**config.mk**
```make
export PLATFORM = sky130hd
export DESIGN_NAME = if_id_stall_executor
export DESIGN_NICKNAME = d
export VERILOG_FILES = /design/src/rtl/if_id_stall_executor.sv
export SDC_FILE = /design/constraint.sdc
export NUM_CORES = 1
export LEC_CHECK = 0
export ABC_AREA = 0
export ABC_CLOCK_PERIOD_IN_PS = 2500
export BUFFER_PORTS_ARGS = -buffer_cell sky130_fd_sc_hd__buf_2
export CORE_UTILIZATION = 50
export CTS_CLUSTER_DIAMETER = 80
export CTS_CLUSTER_SIZE = 8
export DETAILED_ROUTE_END_ITERATION = 10
export PLACE_DENSITY = 0.79
export REMOVE_ABC_BUFFERS = 1
export SLEW_MARGIN = 20
export SYNTH_ARGS = -nofsm -noshare
export SYNTH_HDL_FRONTEND = slang
export SYNTH_SLANG_ARGS = --single-unit
```
**constraint.sdc**
```tcl
create_clock -name clk -period 2.5 [get_ports clk]
set_clock_uncertainty 0.05 [all_clocks]
set_input_delay 0 -clock clk [delete_from_list [all_inputs] [get_ports clk]]
set_output_delay 0 -clock clk [all_outputs]
set_load 0.05 [all_outputs]
```
**src/rtl/if_id_stall_executor.sv**
```systemverilog
// if_id_stall_executor: applies the hazard unit's stall/flush controls
// to PC, IF/ID and ID/EX, counts stalls and flushes, flags bad triples.
//
// Ports:
//   clk, rst                  clock and synchronous active-high reset
//   PCWrite, IF_ID_Write      hold controls (0 = hold)
//   ControlSignalSelector     1 = insert a bubble into ID/EX
//   BranchTaken, BranchTarget flush and redirect
//   Instr_in, Ctrl_in         fetched instruction and ID control bundle
//   PC, IF_ID_*, ID_EX_*      registered pipeline state
//   StallCount, FlushCount    saturating event counters
//   ProtocolError             sticky hazard-protocol violation flag
module if_id_stall_executor #(
  parameter logic [31:0] RESET_PC  = 32'h0000_0000,
  parameter int          CTRL_W    = 9,
  parameter int          MAX_STALL = 2,
  parameter int          CNT_W     = 16
) (
  input  logic              clk,
  input  logic              rst,
  input  logic              PCWrite,
  input  logic              IF_ID_Write,
  input  logic              ControlSignalSelector,
  input  logic              BranchTaken,
  input  logic [31:0]       BranchTarget,
  input  logic [31:0]       Instr_in,
  input  logic [CTRL_W-1:0] Ctrl_in,
  output logic [31:0]       PC,
  output logic [31:0]       IF_ID_Instr,
  output logic [31:0]       IF_ID_PCPlus4,
  output logic              IF_ID_Valid,
  output logic [CTRL_W-1:0] ID_EX_Ctrl,
  output logic              ID_EX_Valid,
  output logic [CNT_W-1:0]  StallCount,
  output logic [CNT_W-1:0]  FlushCount,
  output logic              ProtocolError
);

  // Wide enough to hold MAX_STALL+1, the saturation point.
  localparam int SC_W = $clog2(MAX_STALL + 2);
  localparam logic [SC_W-1:0] SC_MAX = SC_W'(MAX_STALL + 1);
  localparam logic [SC_W-1:0] SC_LIM = SC_W'(MAX_STALL);

  logic [31:0]       pc_q, pc_d;
  logic [31:0]       instr_q, instr_d;
  logic [31:0]       pc4_q, pc4_d;
  logic              ifv_q, ifv_d;
  logic [CTRL_W-1:0] ctrl_q, ctrl_d;
  logic              exv_q, exv_d;
  logic [CNT_W-1:0]  stc_q, stc_d;
  logic [CNT_W-1:0]  flc_q, flc_d;
  logic [SC_W-1:0]   sc_q, sc_d;
  logic              err_q, err_d;

  logic        stall;
  logic        viol;
  logic [31:0] pc_plus4;

  // A taken branch wins over a simultaneous stall.
  assign stall    = ControlSignalSelector & ~BranchTaken;
  assign pc_plus4 = pc_q + 32'd4;

  // Legal triples are only (1,1,0) and (0,0,1).
  assign viol = (PCWrite != IF_ID_Write)
              | (ControlSignalSelector == PCWrite)
              | (stall && (sc_q >= SC_LIM));

  always_comb begin
    pc_d    = pc_q;
    instr_d = instr_q;
    pc4_d   = pc4_q;
    ifv_d   = ifv_q;
    ctrl_d  = Ctrl_in;
    exv_d   = ifv_q;
    stc_d   = stc_q;
    flc_d   = flc_q;
    sc_d    = '0;
    err_d   = err_q | viol;

    if (BranchTaken)  pc_d = BranchTarget;
    else if (PCWrite) pc_d = pc_plus4;

    if (BranchTaken) begin
      instr_d = '0;
      pc4_d   = '0;
      ifv_d   = 1'b0;
    end else if (IF_ID_Write) begin
      instr_d = Instr_in;
      pc4_d   = pc_plus4;
      ifv_d   = 1'b1;
    end

    if (BranchTaken || ControlSignalSelector) begin
      ctrl_d = '0;
      exv_d  = 1'b0;
    end

    if (stall && !(&stc_q))      stc_d = stc_q + 1'b1;
    if (BranchTaken && !(&flc_q)) flc_d = flc_q + 1'b1;

    if (stall) sc_d = (sc_q == SC_MAX) ? sc_q : sc_q + 1'b1;
  end

  always_ff @(posedge clk) begin
    if (rst) begin
      pc_q    <= RESET_PC;
      instr_q <= '0;
      pc4_q   <= '0;
      ifv_q   <= 1'b0;
      ctrl_q  <= '0;
      exv_q   <= 1'b0;
      stc_q   <= '0;
      flc_q   <= '0;
      sc_q    <= '0;
      err_q   <= 1'b0;
    end else begin
      pc_q    <= pc_d;
      instr_q <= instr_d;
      pc4_q   <= pc4_d;
      ifv_q   <= ifv_d;
      ctrl_q  <= ctrl_d;
      exv_q   <= exv_d;
      stc_q   <= stc_d;
      flc_q   <= flc_d;
      sc_q    <= sc_d;
      err_q   <= err_d;
    end
  end

  assign PC            = pc_q;
  assign IF_ID_Instr   = instr_q;
  assign IF_ID_PCPlus4 = pc4_q;
  assign IF_ID_Valid   = ifv_q;
  assign ID_EX_Ctrl    = ctrl_q;
  assign ID_EX_Valid   = exv_q;
  assign StallCount    = stc_q;
  assign FlushCount    = flc_q;
  assign ProtocolError = err_q;

endmodule

```
Word-level counts from Yosys, hierarchy flattened --
Index checks and enable logic that the tools add are counted.
Storage, ports and cells: flip-flop bits (word level) 142, input bits 79
Cells by class: $add $sub $neg 4, reduce and logical (&&, ||, !) cells 12, magnitude comparators 1, bitwise gates (word level) 6, mux-type cells 2, eq/ne operators 3
Operators with widths (count):
- $mux W32 | 2
- $add A16 B1 Y16 const B | 2
- $add A32 B3 Y32 const B | 1
- $reduce_and A16 Y1 | 2
- $reduce_or A2 Y1 | 3
- $logic_and A1 B1 Y1 | 3
- $or A1 B1 Y1 | 3
- $add A2 B1 Y2 const B | 1
- $eq A2 B2 Y1 const B | 1
- $ge A2 B2 Y1 const B | 1
- $logic_not A1 Y1 | 2
- $not A1 Y1 | 2
- $reduce_bool A2 Y1 | 1
- $and A1 B1 Y1 | 1
- $eq A1 B1 Y1 | 1
- $logic_or A1 B1 Y1 | 1
- $ne A1 B1 Y1 | 1

Depth between registers and ports, before layout --
Gate-level depths: netlist of run 1.
depth in word-level cells 5, gate-level depth with buffers 6, gate-level depth less buffers 5

Worst setup path before layout of run 1 --
OpenSTA, ideal clock, no wires.
path type reg-to-reg, from register pc_q[2], in the netlist PC[2], to register pc_q[18], in the netlist PC[18], stages on the path, launching flop included 7, data arrival time 2.350 ns, setup time 0.118 ns, clock period less this slack 2.517 ns, setup slack -0.017 ns, path buffers 1, cells stage by stage dfxtp_1 > ha_1 > and3_1 > nand4_1 > clkbuf_1 > or4b_2 > o2111a_1
Between the ends: word-level cells in the longest chain between the ends 3
RTL lines:
- start, declared | RTL line 44 | logic [31:0] pc_q, pc_d;
- start signal, assigned | RTL line 117 | pc_q <= pc_d;
- $add A32 B3 Y32 | RTL line 61 | assign pc_plus4 = pc_q + 32'd4;
- $mux W32 | RTL line 81 | else if (PCWrite) pc_d = pc_plus4;
- $mux W32 | RTL line 80 | if (BranchTaken) pc_d = BranchTarget;
No other way between the ends. The select of a mux whose other input is x is not followed. A chain may end at the register's enable or synchronous reset.

Final worst setup path of run 1 --
from register pc_q[14], in the netlist PC[14], to register pc_q[27], in the netlist PC[27]
The elaborated chain is that of the path after synthesis.

==> results.txt, run 1 <==
----------------------------------------------------
[Synth]
  Flip-flop cell with the highest count after synthesis ... sky130_fd_sc_hd__dfxtp_1
  Cell type contributing the most total cell area after synthesis ... sky130_fd_sc_hd__dfxtp_1
  Synth top area share ... between 40% and 50%
  Proportion of synthesized chip area in sequential cells ... ~41%
  Fraction of synthesis flops using an asynchronous set or reset pin ... 0%
  Total standard cell area after synthesis ... about 6900 sq um
  Number of synthesized flops with an enable pin ... 0
  Seq cells post-synth ... between 100 and 150
  Count of yosys warnings during synthesis ... 0
  Avg Synthesized Cell Area ... between 8 and 9 sq um
  Top area cells in the synthesized netlist ... sky130_fd_sc_hd__dfxtp_1 41%, sky130_fd_sc_hd__mux2i_1 6.0%, sky130_fd_sc_hd__nor2_1 5.4%
  Number of distinct library cells after synthesis ... 62
  Synth Instances ... between 800 and 900

[GRT]
  Pin count of the biggest net entering global routing ... 65
  Initial antenna violation count ... 0
  Via count of the first global-routing pass ... between 7k and 8k
  Total congestion overflow ... 0
  Wire length of the first global-routing pass ... approximately 34 mm
  GRT Util Overall ... roughly 30%

[Power and ir drop]
  Leak pwr ... 4.19 nW
  Areal power density over the cells ... approximately 650 nW/um^2
  IR drop worst, VDD ... between 0.5 and 0.6 mV
  Total power consumption of the routed design ... 0.00627 W

[STA]
  PnR worst setup slack ... between 0.1 and 0.15 ns
  RSZ-0062 raised after global routing ... no
  Final cycle utilization of the critical path ... 95.0%
  Worst hold slack after final layout ... between 0.06 and 0.07 ns
  Count of endpoints failing hold in the final timing report ... 0
  Least-Margin Pin Slew ... ~0.75 ns
  Remaining max-slew budget at the tightest pin ... between 40% and 50%
  Final-report max-slew violation count ... 0
  Highest achievable clock rate ... about 420 MHz
  Final critical delay including setup and external delays ... around 2.4 ns
  Final setup vio count ... 0

[Floorplan]
  Initial Utilization ... between 50% and 60%
  Core area ... about 13,000 sq um
  Vertical die dimension ... about 120 um
  Cell row count ... 42
  Die extent in x ... ~120 um
  Count of pins on the block boundary ... about 220
  Die area ... 14,300 sq um

[Route]
  Per-cell via count in the routed design ... between 5 and 6
  Antenna Violating Nets Remaining ... 0
  DRC violations left ... 0
  First-pass DRT Iterations ... 5
  Wire per inst ... between 15 and 20 um
  Initial DRC count ... roughly 570
  Via count of the routed design ... around 7.4k
  Final WL ... around 21 mm

[Final layout]
  Synthesis-to-finish area growth ... 39.6%
  Count of inserted antenna diode cells ... 0
  Post-layout nets ... between 1k and 1.5k
  Number of inserted filler cells in the final layout ... ~1.0k
  Most common library cell in the layout ignoring fill and taps ... sky130_fd_sc_hd__buf_2
  Final Core Density ... between 70% and 80%
  Most used cells in the layout excluding fill and tap cells ... 217 x sky130_fd_sc_hd__buf_2, 142 x sky130_fd_sc_hd__dfxtp_1, 99 x sky130_fd_sc_hd__nor2_1
  Post-Layout Inst Area ... ~9600 sq um
  Ratio of cells with drive above 1 in the final layout ... about 29%

[Flow run]
  Number of max-cap violations ... 0

[Placement]
  Weighted congestion at the end of routability-driven global placement ... approximately 0.90
  Setup WS pre-CTS ... roughly 0.21 ns
  Final HPWL DP ... about 13 mm
  Port Buf Inserts ... 218
  Placed Area ... approximately 8200 sq um

[Critical path]
  Slowest CP cell ... sky130_fd_sc_hd__nor4_2
  CP startpoint kind ... flop
  Worst EP arrival ... around 2.6 ns
  Biggest fanout along the worst timing path ... 9
  Max stage delay on crit path ... approximately 0.7 ns
  Required time worst endpoint ... 2.70 ns
  Element type at the critical path end ... flop
  Worst path bufs/invs ... 0
  Start-to-end type of the worst setup path ... reg -> reg
  Critical-path cell list ... nand4_2 -> nor4_2 -> a211oi_1 -> a2111oi_0
  Cell family contributing the most delay on the critical path ... simple AND/OR/NAND/NOR gates

[CTS]
  Number of buffers added by the clock tree synthesis step ... 17
  CTS Buffer Depth ... 2
  CTS Root Cell ... sky130_fd_sc_hd__clkbuf_16
  Clk_lat worst skew ... ~0.42 ns
  CTS clk-pin slew, worst paths ... about 0.060 ns
  TritonCTS clock tree ... yes
  Clock sink count ... approximately 140
  Max H-tree Level ... 4

[Hold path]
  Min-delay worst type ... in -> reg

[Status]
  Result of the run ... completed

----------------------------------------------------
[cell type report]
cell class	count	area, sq um	share of cell area (%)
Clock buffer	17	425	4.42
Clock inverter	13	245	2.55
Inverter	18	67.6	0.702
Multi-Input combinational cell	586	3720	38.7
Sequential cell	142	2840	29.6
Tap cell	176	220	2.29
Timing Repair Buffer	324	2090	21.8
[what timing repair did]
item	CTS	global route
setup buffers	0	0
hold endpoints to repair	79	0
hold buffers	76	0
resized for setup	0	0
[synth_stat cells, types with 7 or more instances]
master,number
sky130_fd_sc_hd__nand4_1,25
sky130_fd_sc_hd__and3_1,8
sky130_fd_sc_hd__and4_1,14
sky130_fd_sc_hd__nor2b_1,19
sky130_fd_sc_hd__a211oi_1,18
sky130_fd_sc_hd__a311oi_1,9
sky130_fd_sc_hd__o31ai_1,12
sky130_fd_sc_hd__clkbuf_1,39
sky130_fd_sc_hd__xnor2_1,18
sky130_fd_sc_hd__mux2i_1,41
sky130_fd_sc_hd__nand3_1,28
sky130_fd_sc_hd__or3_1,7
sky130_fd_sc_hd__nand2_1,53
sky130_fd_sc_hd__and2_1,17
sky130_fd_sc_hd__nor2_1,99
sky130_fd_sc_hd__nor4_1,8
sky130_fd_sc_hd__a31oi_1,18
sky130_fd_sc_hd__nor3_1,24
sky130_fd_sc_hd__buf_2,9
sky130_fd_sc_hd__inv_1,17
sky130_fd_sc_hd__buf_1,9
sky130_fd_sc_hd__dfxtp_1,142
sky130_fd_sc_hd__mux2_2,16
sky130_fd_sc_hd__or4_1,12
sky130_fd_sc_hd__a21oi_1,38
sky130_fd_sc_hd__o21ai_0,42
[registers in the layout (all words and copies together), names as in the netlist]
name / cells
FlushCount: 16
ID_EX_Ctrl: 9
ID_EX_Valid: 1
IF_ID_Instr: 32
IF_ID_PCPlus4: 32
IF_ID_Valid: 1
PC: 32
ProtocolError: 1
StallCount: 16
sc_q: 2
[report_power, final]
group	leakage (nW)	switching [W]	internal [W]	total [W]
clock network	0.324	0.000967	0.00195	0.00292
logic	2.71	0.000602	0.000319	0.000921
registers	1.16	0.0000801	0.00235	0.00243
[kinds of logic after synthesis]
| group | count (synthesis) | synth area share, % |
|---|---|---|
| AOI/OAI and AO/OA | 161 | 15.0 |
| xor gates and xnor gates | 23 | 2.92 |
| adders and majority gates | 5 | 0.908 |
| buffers and inverters | 79 | 4.70 |
| DFF | 142 | 41.2 |
| muxes | 57 | 8.57 |
| and+or+nand+nor | 340 | 26.6 |
[final timing paths]
kind	start	end	slack (ns)	cells after the start
max	PC[14]	PC[27]	0.12	4
min	IF_ID_Write	IF_ID_PCPlus4[13]	0.07	2
max reg2reg	PC[14]	PC[27]	0.12	4
min reg2reg	ProtocolError	ProtocolError	0.43	2
[through the flow]
| step | setup TNS (ns) | cells |
|---|---|---|
| 3_3_place_gp | 0 | 1170 |
| 3_5_place_dp | 0 | 1170 |
| 2_1_floorplan | -0.654 | 746 |
| 4_1_cts | 0 | 1276 |
| 6_report | 0 | 1276 |
| 5_1_grt | 0 | 1276 |
[layer usage]
metal  share of wire [%]  global-route usage (%)  wire, um
met4                 3.4                    15.3       734
met2                  49                    51.4     10600
met3                 7.4                    7.18      1580
met1                  40                    34.6      8560
met5                   0                       0         0
Power figures use the tool's default switching activity.
==> inputs of run 2 (changes only) <==
CORE_MARGIN = 5   (was unset)
SETUP_SLACK_MARGIN = 0.2   (was unset)
==> results.txt, run 2 (synthesis gave the netlist of run 1 again) <==
----------------------------------------------------
[Floorplan]
  Cell row count ... between 40 and 50
  Vertical die dimension ... about 130 um
  Die extent in x ... ~130 um
  Core area ... about 14,000 sq um
  Die area ... 16,200 sq um
  Initial Utilization ... 50.2%
  Count of pins on the block boundary ... about 220

[GRT]
  Initial antenna violation count ... 0
  Pin count of the biggest net entering global routing ... 74
  Via count of the first global-routing pass ... roughly 7k
  GRT Util Overall ... 26.8%
  Wire length of the first global-routing pass ... between 30 and 40 mm
  Total congestion overflow ... 0

[Critical path]
  Slowest CP cell ... sky130_fd_sc_hd__or4_4
  Biggest fanout along the worst timing path ... 14
  Cell family contributing the most delay on the critical path ... simple AND/OR/NAND/NOR gates
  Critical-path cell list ... buf_4 -> nand4_4 -> or4_4 -> or4_1 -> o2111a_1
  Worst path bufs/invs ... 1
  Required time worst endpoint ... between 2 and 3 ns
  Worst EP arrival ... roughly 2.5 ns
  Element type at the critical path end ... flop
  Max stage delay on crit path ... roughly 0.64 ns
  Start-to-end type of the worst setup path ... reg -> reg
  CP startpoint kind ... flop

[Route]
  Final WL ... ~22 mm
  Routed metal-1 wire length ... about 8.6 mm
  First-pass DRT Iterations ... 7
  Uppermost routed layer ... met4
  DRC violations left ... 0
  Wire per inst ... approximately 17 um
  Sum of met3 wire segment lengths after detailed routing ... about 1.7 mm
  Via count of the routed design ... between 7k and 8k
  Initial DRC count ... roughly 570
  Per-cell via count in the routed design ... around 5.7
  Antenna Violating Nets Remaining ... 0
  Length of routed met2 wiring ... 11.1 mm

[CTS]
  Clk_lat worst skew ... approximately 0.42 ns
  TritonCTS clock tree ... yes
  CTS Root Cell ... sky130_fd_sc_hd__clkbuf_16
  Clock sink count ... roughly 140
  CTS clk-pin slew, worst paths ... ~0.060 ns
  CTS Buffer Depth ... 2
  Max H-tree Level ... 4
  Number of buffers added by the clock tree synthesis step ... 17

[STA]
  Final setup vio count ... 0
  Remaining max-slew budget at the tightest pin ... 46.9%
  Count of endpoints failing hold in the final timing report ... 0
  Final-report max-slew violation count ... 0
  Highest achievable clock rate ... approximately 450 MHz
  Least-Margin Pin Slew ... 0.796 ns
  Final cycle utilization of the critical path ... 88.0%
  Final critical delay including setup and external delays ... approximately 2.2 ns
  RSZ-0062 raised after global routing ... no
  Final TNS setup ... 0 ns
  Worst hold slack after final layout ... ~0.051 ns

[Flow run]
  Number of max-cap violations ... 0

[Placement]
  Final HPWL DP ... 14.3 mm
  Weighted congestion at the end of routability-driven global placement ... roughly 0.90
  Port Buf Inserts ... roughly 220
  DP Cell Count ... roughly 1.2k

[Final layout]
  Synthesis-to-finish area growth ... 38.5%
  Most used cells in the layout excluding fill and tap cells ... 217 x sky130_fd_sc_hd__buf_2, 141 x sky130_fd_sc_hd__dfxtp_1, 99 x sky130_fd_sc_hd__nor2_1
  Final cell count without fillers ... about 1.3k
  Most common library cell in the layout ignoring fill and taps ... sky130_fd_sc_hd__buf_2
  Post-layout nets ... 1,171
  Count of inserted antenna diode cells ... 0
  Ratio of cells with drive above 1 in the final layout ... 28.6%
  Number of inserted filler cells in the final layout ... approximately 1.0k
  Area of the multi-input gates ... 3720 sq um
  Seq. cell area ... roughly 2800 sq um

[Power and ir drop]
  IR drop worst, VDD ... slightly above 0.5 mV
  Psw ... 0.00168 W
  Fraction of power consumed by the clock network ... a little over two fifths
  Proportion of total power due to net switching ... about 28%
  Portion of total power attributed to sequential cells ... just over 40%
  Pint ... about 0.0043 W
  Leak pwr ... around 4.1 nW
  Logic gate share of total power ... between 15 and 20%
  Total power consumption of the routed design ... between 0.005 and 0.006 W
  Areal power density over the cells ... approximately 620 nW/um^2

[Hold path]
  Min-delay worst type ... in -> reg

[Status]
  Result of the run ... completed

----------------------------------------------------
-- run 2: final timing paths --
check	from	end	slack, ns	depth (start not counted)
max	PC[5]	PC[29]	0.30	5
min reg2reg	ProtocolError	ProtocolError	0.43	2
max reg2reg	PC[5]	PC[29]	0.30	5
min	BranchTaken	PC[21]	0.05	2
-- run 2: timing repair --
| item | CTS | global route |
|---|---|---|
| pin swaps | 1 | 0 |
| setup buffers | 3 | 0 |
| endpoints found under the setup margin | 4 | 6 |
| cloned | 0 | 0 |
| hold endpoints to repair | 76 | 0 |
| gates resized for setup | 0 | 1 |
| hold buffers | 76 | 0 |
-- run 2: power groups by stage --
stage                     Sequential, W  Clock, W  Combinational (W)
final                           0.00243   0.00260           0.000917
after global routing            0.00244   0.00273           0.000974
after CTS                       0.00243   0.00262           0.000903
after detailed placement        0.00247         0           0.000806
after global placement          0.00247         0           0.000799
after floorplan                 0.00276         0           0.000207
-- run 2: area by class of cell --
class / instances / area share, %
Timing Repair Buffer: 322 / 21.8
Inverter: 18 / 0.708
Clock buffer: 19 / 4.64
Multi-Input combinational cell: 586 / 39.0
Sequential cell: 142 / 29.8
Tap cell: 180 / 2.36
Clock inverter: 12 / 1.70
-- run 2: layer usage --
metal	vias up	global-route usage [%]
li1	3501	-
met1	3368	31.2
met2	333	46.4
met3	69	6.73
met4	0	12.3
met5	-	0
-- run 2: stage by stage --
stage	worst slack [ns]	util [%]	instance area (sq um)
global placement	0.244	59.4	8150
floorplan	-0.221	-	6640
finish	0.301	69.6	9540
CTS	0.242	69.6	9540
detailed placement	0.159	59.4	8150
global route	0.231	69.6	9540
==> inputs of run 3 (changes only) <==
PLACE_DENSITY = 0.85   (was 0.79)
==> results.txt, run 3 (synthesis gave the netlist of run 1 again) <==
----------------------------------------------------
[Placement]
  Port Buf Inserts ... between 200 and 250
  Final HPWL DP ... approximately 14 mm
  DP Cell Count ... between 1k and 1.5k
  Weighted congestion at the end of routability-driven global placement ... about 0.87

[Route]
  Sum of met3 wire segment lengths after detailed routing ... ~1.8 mm
  Uppermost routed layer ... met4
  Via count of the routed design ... between 7k and 8k
  Routed metal-1 wire length ... ~8.6 mm
  Antenna Violating Nets Remaining ... 0
  First-pass DRT Iterations ... 5
  Per-cell via count in the routed design ... 5.78
  Final WL ... 21.6 mm
  DRC violations left ... 0
  Wire per inst ... 16.9 um
  Initial DRC count ... between 700 and 800
  Length of routed met2 wiring ... roughly 10 mm

[Critical path]
  Required time worst endpoint ... between 2 and 3 ns
  Element type at the critical path end ... flop
  Cell family contributing the most delay on the critical path ... simple AND/OR/NAND/NOR gates
  Start-to-end type of the worst setup path ... reg -> reg
  CP startpoint kind ... flop
  Worst EP arrival ... 2.47 ns
  Critical-path cell list ... nand4_4 -> or4_4 -> or4_1 -> o2111a_1
  Slowest CP cell ... sky130_fd_sc_hd__or4_4
  Biggest fanout along the worst timing path ... 14
  Max stage delay on crit path ... 0.63 ns
  Worst path bufs/invs ... 0

[Floorplan]
  Cell row count ... 43
  Vertical die dimension ... roughly 130 um
  Die area ... ~16,000 sq um
  Die extent in x ... approximately 130 um
  Core area ... ~14,000 sq um
  Initial Utilization ... 50.2%
  Count of pins on the block boundary ... approximately 220

[Final layout]
  Post-layout nets ... approximately 1.2k
  Final cell count without fillers ... 1,279
  Most used cells in the layout excluding fill and tap cells ... 217 x sky130_fd_sc_hd__buf_2, 140 x sky130_fd_sc_hd__dfxtp_1, 99 x sky130_fd_sc_hd__nor2_1
  Number of inserted filler cells in the final layout ... 1,026
  Ratio of cells with drive above 1 in the final layout ... roughly 29%
  Final Core Density ... between 60% and 70%
  Most common library cell in the layout ignoring fill and taps ... sky130_fd_sc_hd__buf_2
  Synthesis-to-finish area growth ... 38.1%

[STA]
  Worst hold slack after final layout ... slightly below 0.04 ns
  Remaining max-slew budget at the tightest pin ... 57.0%
  Highest achievable clock rate ... 454 MHz
  RSZ-0062 raised after global routing ... no
  Final TNS setup ... 0 ns
  Final critical delay including setup and external delays ... 2.20 ns
  Count of endpoints failing hold in the final timing report ... 0
  Least-Margin Pin Slew ... about 0.64 ns
  Final cycle utilization of the critical path ... ~88%
  Final-report max-slew violation count ... 0
  Final setup vio count ... 0

[CTS]
  Clk_lat worst skew ... 0.43 ns
  Max H-tree Level ... 4
  Clock sink count ... roughly 140
  CTS Buffer Depth ... 2
  CTS Root Cell ... sky130_fd_sc_hd__clkbuf_16
  Number of buffers added by the clock tree synthesis step ... 17
  Setup Buffers After CTS ... 0
  TritonCTS clock tree ... yes
  CTS clk-pin slew, worst paths ... 0.07 ns

[GRT]
  Pin count of the biggest net entering global routing ... 47
  GRT Util Overall ... 26.1%
  Via count of the first global-routing pass ... roughly 7k
  Initial antenna violation count ... 2
  Wire length of the first global-routing pass ... between 30 and 40 mm
  Total congestion overflow ... 0

[Power and ir drop]
  Total power consumption of the routed design ... just under 0.006 W
  Leak pwr ... 4.13 nW
  Areal power density over the cells ... about 610 nW/um^2
  IR drop worst, VDD ... 0.458 mV

[Status]
  Result of the run ... completed

[Hold path]
  Min-delay worst type ... in -> reg

[Flow run]
  Number of max-cap violations ... 0

----------------------------------------------------
-- run 3: changes by cell type in the layout (fill, tap and decap cells not counted), moves of 2 or more --
cell,change
sky130_fd_sc_hd__inv_6,+5
sky130_fd_sc_hd__dlygate4sd3_1,+2
sky130_fd_sc_hd__clkinv_4,-2
sky130_fd_sc_hd__bufinv_16,-2
sky130_fd_sc_hd__diode_2,+2
sky130_fd_sc_hd__buf_4,-5
sky130_fd_sc_hd__inv_8,+2
-- run 3: layer usage --
| metal | GRT usage (%) | up-vias |
|---|---|---|
| met2 | 43.7 | 369 |
| met5 | 0 | - |
| met1 | 31.6 | 3444 |
| li1 | - | 3510 |
| met4 | 12.2 | 0 |
| met3 | 6.27 | 69 |
-- run 3: final cells by class --
cell class,count,area [sq um],area share (%)
Multi-Input combinational cell,586,3730,39.2
Sequential cell,142,2850,29.9
Timing Repair Buffer,319,2060,21.6
Clock buffer,18,439,4.61
Tap cell,180,225,2.37
Clock inverter,14,146,1.54
Inverter,18,67.6,0.710
Antenna cell,2,5.00,0.0526
-- run 3: worst paths after layout --
check | startpoint | endpoint | slack, ns | cells past startpoint
min reg2reg | ProtocolError | ProtocolError | 0.44 | 2
max | PC[5] | PC[29] | 0.30 | 4
max reg2reg | PC[5] | PC[29] | 0.30 | 4
min | IF_ID_Write | IF_ID_PCPlus4[28] | 0.04 | 2
-- run 3: timing repair --
action	CTS	global route
resized for setup	0	3
hold endpoints to repair	78	0
endpoints found under the setup margin	0	8
hold buffers	78	0
-- run 3: metrics by stage --
step / cell area [sq um] / setup slack [ns]
after floorplan: 6640 / -0.221
after global placement: 8140 / 0.336
after detailed placement: 8140 / 0.242
after CTS: 9510 / 0.216
after global routing: 9520 / 0.200
final: 9520 / 0.296
-- run 3: power breakdown --
part           switching, W  internal, W  total, W
Sequential        0.0000977      0.00235   0.00245
Combinational      0.000582     0.000313  0.000895
Clock               0.00108      0.00143   0.00251
Total               0.00176      0.00409   0.00585
